### src/rtl/demux_pkg.sv
// Shared types and helpers for the serial-to-parallel demux receiver.
package demux_pkg;

    typedef enum logic {
        IDLE    = 1'b0,
        COLLECT = 1'b1
    } state_t;

    // Lane-select counter width; a single lane still needs one bit.
    function automatic int sel_width(input int ins);
        return (ins <= 1) ? 1 : $clog2(ins);
    endfunction

endpackage

### src/rtl/demux_generic_1bit.sv
// Combinational 1-to-INS decoder: drives d onto lane s and zero onto every other lane.
module demux_generic_1bit
    import demux_pkg::*;
#(
    parameter int INS  = 4,
    parameter int SELW = sel_width(INS)
) (
    input  logic            d,
    input  logic [SELW-1:0] s,
    output logic [INS-1:0]  f
);

    always_comb begin
        f = '0;
        if (int'(s) < INS) begin
            f[s] = d;
        end
    end

endmodule

### src/rtl/demux_deserializer.sv
// Collects a framed 1-bit stream into INS-bit words, LSB first, behind a one-entry output buffer.
module demux_deserializer
    import demux_pkg::*;
#(
    parameter int INS  = 4,
    parameter int SELW = sel_width(INS)
) (
    input  logic            clk,
    input  logic            reset,
    input  logic            s_valid,
    input  logic            s_data,
    input  logic            s_start,
    output logic            s_ready,
    output logic [INS-1:0]  m_data,
    output logic            m_valid,
    input  logic            m_ready,
    output logic            frame_err,
    output logic [SELW-1:0] sel
);

    localparam logic [SELW-1:0] LAST_SEL = SELW'(INS - 1);

    state_t         state;
    logic [INS-1:0] lanes;
    logic [INS-1:0] lane_we;
    logic [INS-1:0] next_lanes;
    logic [INS-1:0] start_word;
    logic           accept;

    // Only the completing bit has to wait for the buffered word to drain.
    assign s_ready = !(state == COLLECT && sel == LAST_SEL && m_valid && !m_ready);
    assign accept  = s_valid && s_ready;

    demux_generic_1bit #(.INS(INS), .SELW(SELW)) u_lane_dec (
        .d (1'b1),
        .s (sel),
        .f (lane_we)
    );

    assign next_lanes = (lanes & ~lane_we) | (lane_we & {INS{s_data}});
    assign start_word = {{(INS-1){1'b0}}, s_data};

    always_ff @(posedge clk) begin
        if (reset) begin
            state     <= IDLE;
            sel       <= '0;
            lanes     <= '0;
            m_data    <= '0;
            m_valid   <= 1'b0;
            frame_err <= 1'b0;
        end else begin
            frame_err <= 1'b0;
            if (m_valid && m_ready) begin
                m_valid <= 1'b0;
            end
            if (accept) begin
                if (s_start) begin
                    // A start always opens a fresh frame; mid-frame it discards the partial word.
                    lanes <= start_word;
                    sel   <= SELW'(1);
                    state <= COLLECT;
                    if (state == COLLECT && sel != '0) begin
                        frame_err <= 1'b1;
                    end
                end else if (state == COLLECT) begin
                    lanes <= next_lanes;
                    if (sel == LAST_SEL) begin
                        m_data  <= next_lanes;
                        m_valid <= 1'b1;
                        sel     <= '0;
                        state   <= IDLE;
                    end else begin
                        sel <= sel + SELW'(1);
                    end
                end
            end
        end
    end

endmodule

### config.mk
export PLATFORM = sky130hd
export DESIGN_NAME = demux_deserializer
export DESIGN_NICKNAME = d
export VERILOG_FILES = /design/src/rtl/demux_pkg.sv /design/src/rtl/demux_generic_1bit.sv /design/src/rtl/demux_deserializer.sv
export SDC_FILE = /design/constraint.sdc
export NUM_CORES = 1
export LEC_CHECK = 0
export CAP_MARGIN = 10
export CORE_UTILIZATION = 47
export DETAILED_ROUTE_END_ITERATION = 8
export PLACE_DENSITY = 0.75
export SLEW_MARGIN = 10
export SYNTH_ARGS = -nofsm -noshare
export SYNTH_HDL_FRONTEND = slang
export SYNTH_SLANG_ARGS = --single-unit
### constraint.sdc
create_clock -name clk -period 1.7 [get_ports clk]
set_input_delay 0.425 -clock clk [delete_from_list [all_inputs] [get_ports clk]]
set_output_delay 0.425 -clock clk [all_outputs]
set_load 0.05 [all_outputs]
==> results.cfg <==
[run_status]
outcome = finished clean

[cts]
cts.clk_slew.worst_paths_ns = 0.07
htree_levels = 1
cts_made_buffers = 3
cts_root_buffer = clkbuf_4
cts_tree = yes
clockBufferDepth = 2
cts_hold_buf = 0
cts_sinks = 12
clk_latency_ns = 0.27

[sta]
maxSlewViolCount = 0
hold_violations = 0
setup_viol = 0
max_freq_ghz = 0.600
grt_setup_unrepaired = no
fin_crit_sh_pct = 98.0
post-route-min-period_ns = 1.67
max-slew-margin-rel_pct = 75.1
fin_ws_ns = 0.0340
clock-skew-final_ns = 0.00419
tightest_slew_ns = 0.364
whs_ns = 0.481

[setup_path]
crit_path_end_kind = primary output
arrival_ns = 1.24
worst-path-buf-inv = 3
cp_max_fo = 4
critical_path_class = input port to primary output
reg2reg_from = sel[0]
crit_chain = dlygate4sd2_1 -> and4b_4 -> clkinv_4 -> buf_6
r2r_end = lanes[2]
start_kind = input port
critical-path-top-delay-family = buffers and inverters
startpoint = m_ready
crit_required_ns = 1.27
slowest_stage = and4b_4
r2r.worst_path.cells = 6
crit_end = s_ready
slowest_delay_ns = 0.36
path_depth = 4
r2r_slack_ns = 0.21

[pwr]
power_per_cell_area_nw_per_um2 = 604
leakagePower_nw = 0.379
irDropWorstVdd_v = 0.000290

[synth]
synth_cells = 69
synth_seq_cells = 12
ys.warnings.count = 0
syn_area_um2 = 681
synth_edf_count = 0
yosysMostFrequentCell = dfxtp_1
synthArstFlopShare_pct = 0
ys_seq_area_share_pct = 35.3
synth_top_area_share_pct = 35.3
synth_top_cell_by_area = dfxtp_1
syn-mean-instance-area_um2 = 9.86
synth_ff_type = dfxtp_1
yosys-top-cells-count = 12 x dfxtp_1, 7 x a21oi_1, 4 x ha_1, 4 x inv_1, 4 x nand2_1
synth_nets = 79
ys_top_cells_by_area = dfxtp_1 35%, ha_1 7.4%, a21oi_1 5.1%, buf_6 3.3%, a2111oi_0 2.6%
synth_cell_types = 34

[grt]
grt_pass1_wl_um = 2160
grt_max_degree = 10
track_usage_pct = 20.5
grt.overflow.total = 0
grt_pass1_vias = 492
antenna_found_initial = 0

[finish]
synthToLayoutAreaGrowth_pct = 36.6
nFillCells = 102
n_antenna_cell = 0
fin_nets = 104
layout-drive-gt1-share_pct = 37.0

[detailed_routing]
firstDrtPassIters = 4
vias_per_cell = 5.58
route.detailed.drc = 0
drt_iter0_markers = 11
antenna_left = 0
vias = 597
wl_per_cell_um = 14.1
drt_wl_total_um = 1510

[floorplanning]
fp.dieArea_um2 = 1600
fp.dieH_um = 40.1
core_um2 = 1320
die_w_um = 40.1
rows = 13
ios = 15
start_util_pct = 51.7

[placed_design]
gp_congestion = 0.792
dp_hpwl_um = 1120
portBuffers = 14
dp_slack_ns = -0.202

[job]
drv_cap = 0

[worst_hold_path]
min_path_type = register to register
hold_depth = 1
==> cells in the final DEF (no fill, tap or decap), drive strengths merged, types with 2 or more instances in the layout <==
cell type	count
clkdlybuf4s50	4
nand2b	3
and3b	2
buf	18
nand2	4
dfxtp	12
ha	4
and4b	2
nand3	3
nor2	2
o21a	2
a31o	2
a2111oi	2
inv	4
a311oi	2
o21ai	3
a21oi	7
clkbuf	3
==> how the worst min path moves through the flow <==
stage,startpoint,end
2_1_floorplan,lanes[1],lanes[1]
3_3_place_gp,lanes[1],lanes[1]
3_5_place_dp,lanes[1],lanes[1]
4_1_cts,lanes[1],lanes[1]
5_1_grt,lanes[2],lanes[2]
6_report,lanes[2],lanes[2]
==> layer usage <==
metal	global-route usage [%]	routed length, um	part of all wire, %	vias up
li1	-	-	-	304
met1	27.8	737	49	277
met2	31.0	708	47	14
met3	5.00	47	3.1	2
met4	7.76	17	1.1	0
met5	0	0	0	-
==> state kept, by name, summed over array words and instances (netlist names) <==
signal,count
frame_err,1
lanes,3
m_data,4
m_valid,1
sel,2
state,1
==> final cells by class <==
cell class                      count  area, um^2  area share (%)
Timing Repair Buffer               23         213            22.9
Clock buffer                        3        22.5            2.42
Multi-Input combinational cell     49         403            43.3
Tap cell                           15        18.8            2.02
Sequential cell                    12         249            26.8
Inverter                            5        23.8            2.56
==> cells by family after synthesis <==
group           synth area share, %
fa+ha+maj                      7.35
mux                            1.47
flops                          35.3
compound gates                 24.1
simple gates                   24.4
buf+inv                        7.35
==> stage by stage <==
step | TNS [ns] | instance area, um^2 | power, mW | utilization, % | instances
floorplan | 0 | 683 | 0.352 | - | 69
global placement | -0.372 | 871 | 0.387 | 66.1 | 102
detailed placement | -0.563 | 871 | 0.388 | 66.1 | 102
CTS | 0 | 918 | 0.560 | 69.7 | 107
global route | 0 | 930 | 0.582 | 70.6 | 107
finish | 0 | 930 | 0.561 | 70.6 | 107
==> what timing repair did <==
action                                  4_1_cts  5_1_grt
endpoints found under the setup margin        1        1
pin swaps                                     0        0
buffers inserted                              2        0
cloned                                        0        0
gates resized for setup                       5        2
==> power by group <==
part / switching, mW / leakage [nW] / internal, mW
Sequential: 0.00691 / 0.0990 / 0.285
Combinational: 0.0469 / 0.267 / 0.0459
Clock: 0.0944 / 0.0138 / 0.0819
Total: 0.148 / 0.379 / 0.413
Power figures use the tool's default switching activity.
